[config.mk]
export PLATFORM = sky130hd
export DESIGN_NAME = uc_multiciclo
export DESIGN_NICKNAME = d
export VERILOG_FILES = /design/src/rtl/cpu_pkg.sv /design/src/rtl/uc_decode.sv /design/src/rtl/uc_multiciclo.sv
export SDC_FILE = /design/constraint.sdc
export NUM_CORES = 1
export LEC_CHECK = 0
export CORE_MARGIN = 5
export CORE_UTILIZATION = 49
export CTS_CLUSTER_DIAMETER = 30
export DETAILED_ROUTE_END_ITERATION = 7
export PLACE_DENSITY = 0.95
export SYNTH_ARGS = -nofsm -noshare
export SYNTH_HDL_FRONTEND = slang
export SYNTH_SLANG_ARGS = --single-unit
[constraint.sdc]
create_clock -name clk -period 3.1 [get_ports clk]
set_input_delay 0.31 -clock clk [delete_from_list [all_inputs] [get_ports clk]]
set_output_delay 0.31 -clock clk [all_outputs]
set_load 0.01 [all_outputs]
[src/rtl/cpu_pkg.sv]
// Shared control-unit definitions: FSM states, opcode classes and the
// opcode classification patterns used by the multicycle sequencer.
package cpu_pkg;

  localparam int OPCODE_W = 6;
  localparam int OP_ALU_W = 3;

  typedef enum logic [2:0] {
    ST_IDLE,
    ST_FETCH,
    ST_DECODE,
    ST_EXEC,
    ST_ERROR
  } state_t;

  typedef enum logic [2:0] {
    CL_ALU,
    CL_LDI,
    CL_JMP,
    CL_JZ,
    CL_JNZ
  } op_class_t;

  localparam logic [OPCODE_W-1:0] PAT_ALU = 6'b0?????;
  localparam logic [OPCODE_W-1:0] PAT_LDI = 6'b10????;
  localparam logic [OPCODE_W-1:0] PAT_JMP = 6'b110???;
  localparam logic [OPCODE_W-1:0] PAT_JZ  = 6'b1110??;
  localparam logic [OPCODE_W-1:0] PAT_JNZ = 6'b1111??;

  // Every opcode falls into exactly one class, so there is no illegal opcode.
  function automatic op_class_t classify(input logic [OPCODE_W-1:0] opcode);
    op_class_t c;
    c = CL_ALU;
    casez (opcode)
      PAT_ALU: c = CL_ALU;
      PAT_LDI: c = CL_LDI;
      PAT_JMP: c = CL_JMP;
      PAT_JZ:  c = CL_JZ;
      PAT_JNZ: c = CL_JNZ;
      default: c = CL_ALU;
    endcase
    return c;
  endfunction

endpackage

[src/rtl/uc_decode.sv]
// Combinational execute-stage control decode: instruction class, ALU field
// and Z flag to PC-mux, immediate-mux and write enables.
module uc_decode
  import cpu_pkg::*;
(
  input  op_class_t            op_class,
  input  logic [OP_ALU_W-1:0]  alu_field,
  input  logic                 z,
  output logic                 s_inc,
  output logic                 s_inm,
  output logic                 we3,
  output logic                 wez,
  output logic [OP_ALU_W-1:0]  op_alu
);

  always_comb begin
    s_inc  = 1'b1;
    s_inm  = 1'b0;
    we3    = 1'b0;
    wez    = 1'b0;
    op_alu = '0;
    case (op_class)
      CL_ALU: begin
        op_alu = alu_field;
        we3    = 1'b1;
        wez    = 1'b1;
      end
      CL_LDI: begin
        we3   = 1'b1;
        s_inm = 1'b1;
      end
      CL_JMP:  s_inc = 1'b0;
      CL_JZ:   s_inc = ~z;
      CL_JNZ:  s_inc = z;
      default: s_inc = 1'b1;
    endcase
  end

endmodule

[src/rtl/uc_multiciclo.sv]
// Multicycle control unit: FETCH/DECODE/EXEC sequencing with an instruction
// memory handshake, fetch timeout into a sticky ERROR state and a retired count.
module uc_multiciclo
  import cpu_pkg::*;
#(
  parameter int FETCH_TIMEOUT = 16,
  parameter int CW            = 16
) (
  input  logic                 clk,
  input  logic                 reset,
  input  logic                 run,
  input  logic [OPCODE_W-1:0]  opcode,
  input  logic                 z,
  input  logic                 imem_ack,
  output logic                 imem_req,
  output logic                 ir_we,
  output logic                 pc_we,
  output logic                 s_inc,
  output logic                 s_inm,
  output logic                 we3,
  output logic                 wez,
  output logic [OP_ALU_W-1:0]  op_alu,
  output logic                 busy,
  output logic                 err,
  output logic [CW-1:0]        instr_count
);

  localparam int TW = $clog2(FETCH_TIMEOUT + 1);
  // Counter value seen in the last FETCH cycle before a timeout.
  localparam logic [TW-1:0] TO_LAST = TW'(FETCH_TIMEOUT - 1);

  state_t    state, state_next;
  op_class_t op_class_q;
  logic [TW-1:0] to_cnt;

  logic                dec_s_inc, dec_s_inm, dec_we3, dec_wez;
  logic [OP_ALU_W-1:0] dec_op_alu;

  uc_decode u_decode (
    .op_class  (op_class_q),
    .alu_field (opcode[4:2]),
    .z         (z),
    .s_inc     (dec_s_inc),
    .s_inm     (dec_s_inm),
    .we3       (dec_we3),
    .wez       (dec_wez),
    .op_alu    (dec_op_alu)
  );

  always_ff @(posedge clk or negedge reset) begin
    if (!reset) state <= ST_IDLE;
    else        state <= state_next;
  end

  always_comb begin
    state_next = state;
    case (state)
      ST_IDLE:   if (run) state_next = ST_FETCH;
      ST_FETCH: begin
        if (imem_ack)              state_next = ST_DECODE;
        else if (to_cnt == TO_LAST) state_next = ST_ERROR;
      end
      ST_DECODE: state_next = ST_EXEC;
      ST_EXEC:   state_next = run ? ST_FETCH : ST_IDLE;
      ST_ERROR:  state_next = ST_ERROR;
      default:   state_next = ST_IDLE;
    endcase
  end

  // Class is captured in DECODE so EXEC controls do not depend on decode timing.
  always_ff @(posedge clk or negedge reset) begin
    if (!reset) begin
      to_cnt      <= '0;
      op_class_q  <= CL_ALU;
      instr_count <= '0;
    end else begin
      if (state == ST_FETCH && !imem_ack) to_cnt <= to_cnt + TW'(1);
      else                                to_cnt <= '0;
      if (state == ST_DECODE) op_class_q <= classify(opcode);
      if (state == ST_EXEC)   instr_count <= instr_count + CW'(1);
    end
  end

  always_comb begin
    imem_req = 1'b0;
    ir_we    = 1'b0;
    pc_we    = 1'b0;
    s_inc    = 1'b1;
    s_inm    = 1'b0;
    we3      = 1'b0;
    wez      = 1'b0;
    op_alu   = '0;
    busy     = 1'b0;
    err      = 1'b0;
    case (state)
      ST_FETCH: begin
        imem_req = 1'b1;
        ir_we    = imem_ack;
        busy     = 1'b1;
      end
      ST_DECODE: busy = 1'b1;
      ST_EXEC: begin
        busy   = 1'b1;
        pc_we  = 1'b1;
        s_inc  = dec_s_inc;
        s_inm  = dec_s_inm;
        we3    = dec_we3;
        wez    = dec_wez;
        op_alu = dec_op_alu;
      end
      ST_ERROR: err = 1'b1;
      default:  busy = 1'b0;
    endcase
  end

endmodule

Word-level counts from Yosys, hierarchy flattened

Cells that the tools add are included.

Flip-flop bits (word level): 27
Bits of input ports: 11
Output and inout port bits: 28
Logic and storage cells: 52

Add/subtract/negate cells: 2
Equal/unequal tests: 15
Muxes and demuxes: 22
Bitwise logic cells: 2
Reductions and logical operators: 7

Operator list:

| operator                | count |
|---|---|
| $pmux W3 S5             | 2 |
| $add A16 B1 Y16 const B | 1 |
| $mux W3                 | 5 |
| $mux W1                 | 13 |
| $eq A3 B2 Y1 const B    | 4 |
| $eq A3 B3 Y1 const B    | 3 |
| $eq A4 B4 Y1 const B    | 2 |
| $eq A3 B1 Y1 const B    | 2 |
| $logic_not A3 Y1        | 2 |
| $add A5 B1 Y5 const B   | 1 |
| $eq A5 B4 Y1 const B    | 1 |
| $mux W5                 | 1 |
| $ne A3 B3 Y1 const B    | 1 |
| $pmux W1 S3             | 1 |
| $reduce_or A3 Y1        | 1 |
| $eq A2 B2 Y1 const B    | 1 |
| $ne A2 B2 Y1 const B    | 1 |
| $not A1 Y1              | 2 |
| $reduce_and A2 Y1       | 1 |
| $reduce_or A2 Y1        | 1 |
| $logic_and A1 B1 Y1     | 1 |
| $logic_not A1 Y1        | 1 |

Depth between registers and ports, before layout

Word-level depth: 4
Gate-level depth with buffers: 6
Depth with buffers taken out: 6

Modules after synthesis

Synthesis repeated with hierarchy kept, for this count alone.

Cell total of the unflattened synthesis: 133
Area total of the unflattened synthesis: 1,367.6 um^2

Modules (own cells, without submodules):

| module        | instances | cells an instance | area each (um^2) | sequential area each (um^2) |
|---|---|---|---|---|
| uc_multiciclo | 1         | 123               | 1,298.7          | 675.6 |
| uc_decode     | 1         | 10                | 68.8             | 0.0 |

Worst setup path before layout

OpenSTA, ideal clock, no wires.

Path type: register -> output
Start: register state[2]
End: output op_alu[0]
Arrival time: 1.668 ns
Data required time: 2.790 ns
Slack: 1.122 ns
Cell stages (with the launch flop): 5
Path buffers: 1
Path through: dfrtp_1 -> and3b_1 -> buf_2 -> nor4b_1 -> and2_1

Longest elaborated chain between the ends: 2

Ends and longest elaborated chain:

| element                  | RTL line            | text |
|---|---|---|
| start: declaration       | uc_multiciclo.sv:32 | `state_t state, state_next;` |
| start signal: assignment | uc_multiciclo.sv:52 | `else state <= state_next;` |
| $eq A3 B2 Y1             | uc_multiciclo.sv:95 | `case (state)` |
| $mux W3                  | uc_multiciclo.sv:95 |  |
| end: declaration         | uc_multiciclo.sv:22 | `output logic [OP_ALU_W-1:0] op_alu,` |

Every way passes these cells.

Worst setup path after layout

Start: register state[1]
End: output op_alu[2]

Same word-level chain as after synthesis.

==> out/results.txt <==
On the critical path, the stage with the largest delay is an instance of sky130_fd_sc_hd__clkdlybuf4s50_1. The number of flops mapped to enable cells by yosys is 0, and the sequential cell area is 676 µm². Derived from the worst setup path, the maximum achievable clock frequency is 0.366 GHz. The number of setup buffers added after CTS is 0. The wire length of the first global-routing pass was 4.66 mm. The logs give 16.6% for the global-route usage over all layers and 68.4% for the utilization of the core after routing. The number of different library cells used by synthesis comes to 26. Summing all multi-input logic gate instances after layout gives 566 µm².

The clock input transition at the sequential cells of the worst setup and hold paths was 130 ps. The repair_antennas step left the layout with diodes totalling 0. In this run, post-CTS hold repair placed 0 buffers.

At the later pin of the worst-skew pair, clock insertion delay measures 310 ps. On the worst path, the slowest cell contributes a delay of 540 ps. For this design the static power due to leakage is 0.000743 µW.

At the pin with the least slew margin, the transition time is 479 ps. For the number of antenna violations at the first check in global routing, the log shows 0. The tools report the category of the worst setup path capture point as an output pin.

The worst slew slack as a fraction of its limit came out at 67.6%. For this run, the number of Yosys warnings is 0. Synthesis produced a netlist with a net count of 141. The net switching component of the power is 381 µW. Traced cell by cell, the critical path runs through and3b_1 -> nor4b_1 -> and2_1 -> clkdlybuf4s50_1. After the last flow step, the layout net total stands at 181. The class of the most critical hold timing path was input pin to async pin.

The post-synthesis instance total is 127, and the cell area after synthesis is 1290 µm². The finished layout holds 196 standard cells, fillers aside. In this run the tool buffered the top-level ports with 36 buffer cells. For the clock sink total, the log shows 27. VDD sags by at most 0.524 mV. The clock network accounts for 13.4% of the total power. The via count of the first global-routing pass is 1068, and the worst-path maximum fanout is 10. Of the available clock period, the critical path in the final layout requires 88.1%. The worst path needs 2730 ps of the cycle, external delays included.

The number of placed instances with taps included is 192, and the endpoint required time on the critical path is 2790 ps. TritonCTS built the clock tree. In this run the remaining antenna-violating nets after routing total 0. For the number of max-cap violations, the log shows 0. In this run the vertical extent of the chip is 61.3 µm. Once the floorplan was initialized, standard cells occupied 51.6% of the core. The number of cell rows was 18; the share of the synthesized area in the top cell type was 52.4%. Ranked by total cell area, the synthesized netlist is headed by sky130_fd_sc_hd__dfrtp_1, sky130_fd_sc_hd__xnor2_1, sky130_fd_sc_hd__xor2_1, sky130_fd_sc_hd__nor2_1, sky130_fd_sc_hd__nor3_1. The number of DRC markers in iteration 0 came out at 20. At the end of routability-driven placement, the weighted congestion stood at 0.834. The per-cell via count in the routed design is 5.22, and the switching share of power is 35.0%. The buffer levels on the longest clock path was 2; the largest net degree at the start of global routing was 28. The number of hold violations in the final report was 0. For this run, design rule violations remaining after detail routing come to 0. Maximum level of the CTS H-tree: 1.

In the final timing run, aggregate negative setup slack is 0 ps. The proportion of synthesized flip-flops having asynchronous set or reset came out at 100%. The synthesized area per cell works out to 10.1 µm². The flow ran to the end, and the final reports show no timing, DRC or antenna violations. Counting instances in the post-synthesis netlist gives the leading cell types as sky130_fd_sc_hd__dfrtp_1, sky130_fd_sc_hd__nor2_1, sky130_fd_sc_hd__inv_1. The tools report the filler cell count in the final layout as 181. For this block, the routed nets add up to 2.58 mm of wire.

For this run, the detailed router's first-pass iteration total came to 4. The internal portion of the total power is 708 µW. The clock skew is 1.48 ps. Setup repair after global routing left no endpoint under its margin. The average detailed-routed wire length per instance was 13.1 µm.

For this design the top-level I/O count stands at 39. By startpoint and endpoint, the worst setup path is classified as register to output pin. The number of buffers inserted during clock tree synthesis is 3. The worst setup path is launched from a register.

The wire-length estimate of the detail-placed layout is 1.98 mm. The run gives 2500 µm² as the core outline area. The run gives 1023 as the vias after detailed routing. Synthesis inferred 27 register bits.

The number of slew-limit violations in the final report came out at 0. The tools report the count of cells resized by post-cts repair as 0. The run gives 52.4% as the share of the yosys chip area belonging to registers. The tree is rooted in a sky130_fd_sc_hd__clkbuf_4. Per report_power, the combinational group accounts for 38.8% of the total. For this design the ratio of total power to cell area is 636 nW/µm². Number of setup violations in the final report: 0. The largest total area in the synthesized netlist belongs to sky130_fd_sc_hd__dfrtp_1. The tools report the fraction of power consumed by sequential logic as 47.8%.

The total congestion overflow after global routing was 0. The layout cell share with drive strength beyond 1 works out to 3.61%. The most used flip-flop cell after synthesis is sky130_fd_sc_hd__dfrtp_1. Compared with the post-synthesis result, the final layout area differs by 32.7%.

The critical path arrival was 2420 ps. For the die outline area, the log shows 3760 µm². By instance count, the leading cell after synthesis is sky130_fd_sc_hd__dfrtp_1. The die width works out to 61.3 µm.
-- power by group through the flow --
stage	Combinational (µW)	Sequential (µW)	Clock, µW
floorplan	218	511	0
global placement	412	517	0
detailed placement	428	524	0
CTS	430	518	155
global route	471	531	164
finish	423	520	146
-- cells in the final DEF (no fill, tap or decap), types with 2 or more instances in the layout --
master	Yosys	routed
sky130_fd_sc_hd__clkdlybuf4s50_1	0	36
sky130_fd_sc_hd__dfrtp_1	27	27
sky130_fd_sc_hd__nor2_1	13	13
sky130_fd_sc_hd__inv_1	10	10
sky130_fd_sc_hd__nor3_1	9	9
sky130_fd_sc_hd__xnor2_1	9	9
sky130_fd_sc_hd__xor2_1	8	8
sky130_fd_sc_hd__nand2_1	8	8
sky130_fd_sc_hd__and2_1	6	6
sky130_fd_sc_hd__nand3_1	6	6
sky130_fd_sc_hd__o21ai_0	4	4
sky130_fd_sc_hd__nand4_1	4	4
sky130_fd_sc_hd__nand2b_1	3	3
sky130_fd_sc_hd__a21oi_1	3	3
sky130_fd_sc_hd__ha_1	3	3
sky130_fd_sc_hd__clkbuf_4	0	3
sky130_fd_sc_hd__nor4b_1	2	2
-- worst max-delay path, delay by kind of cell (launching register included) --
kind	cells	cell delay [ps]
buffers and inverters	1	540
AND/OR/NAND/NOR	3	1060
flip-flops	1	510
-- cells by family (layout without fill, tap and decap cells) --
kind of cell    Yosys count  in the layout  synth area share, %
compound gates            9              9                 3.98
simple gates             58             58                 24.6
xor+xnor                 17             17                 11.6
mux                       1              1                0.874
buf+inv                  12             51                 3.69
flops                    27             27                 52.4
fa+ha+maj                 3              3                 2.91
-- layer usage --
metal | wire [µm] | global-route usage (%)
met5 | 0 | 0
met3 | 177 | 3.77
met4 | 38 | 5.88
met2 | 1250 | 29.0
met1 | 1110 | 20.1
-- stage by stage --
step / setup WS (ps) / hold slack, ps / instance area [µm²] / power, µW
3_5_place_dp: 742 / 462 / 1680 / 952
5_1_grt: 138 / 372 / 1710 / 1170
6_report: 370 / 351 / 1710 / 1090
2_1_floorplan: 1120 / 14.4 / 1290 / 729
3_3_place_gp: 770 / 446 / 1680 / 929
4_1_cts: 330 / 351 / 1710 / 1100
-- state kept, by name (all words and copies together) (netlist names) --
signal       cells
to_cnt           5
instr_count     16
op_class_q       3
state            3
-- final timing paths --
path	slack (ps)	startpoint	cells past startpoint	endpoint
setup / recovery	370	state[1]$_DFFE_PN0P_	4	op_alu[2]
hold / removal	350	reset	2	instr_count[12]$_DFFE_PN0P_
setup reg to reg	1230	state[1]$_DFFE_PN0P_	4	instr_count[15]$_DFFE_PN0P_
hold reg to reg	480	to_cnt[0]$_DFF_PN0_	1	to_cnt[0]$_DFF_PN0_
max in group asynchronous	2510	reset	2	instr_count[13]$_DFFE_PN0P_
min in group clk	480	to_cnt[0]$_DFF_PN0_	1	to_cnt[0]$_DFF_PN0_
-- final cells by class --
class | count | share of cell area (%)
clock buffer | 4 | 1.54
multi-input combinational | 88 | 33.1
timing repair buffer | 37 | 21.5
sequential | 27 | 39.5
tap | 30 | 2.19
inverter | 10 | 2.19
(Power assumes the default switching activity.)
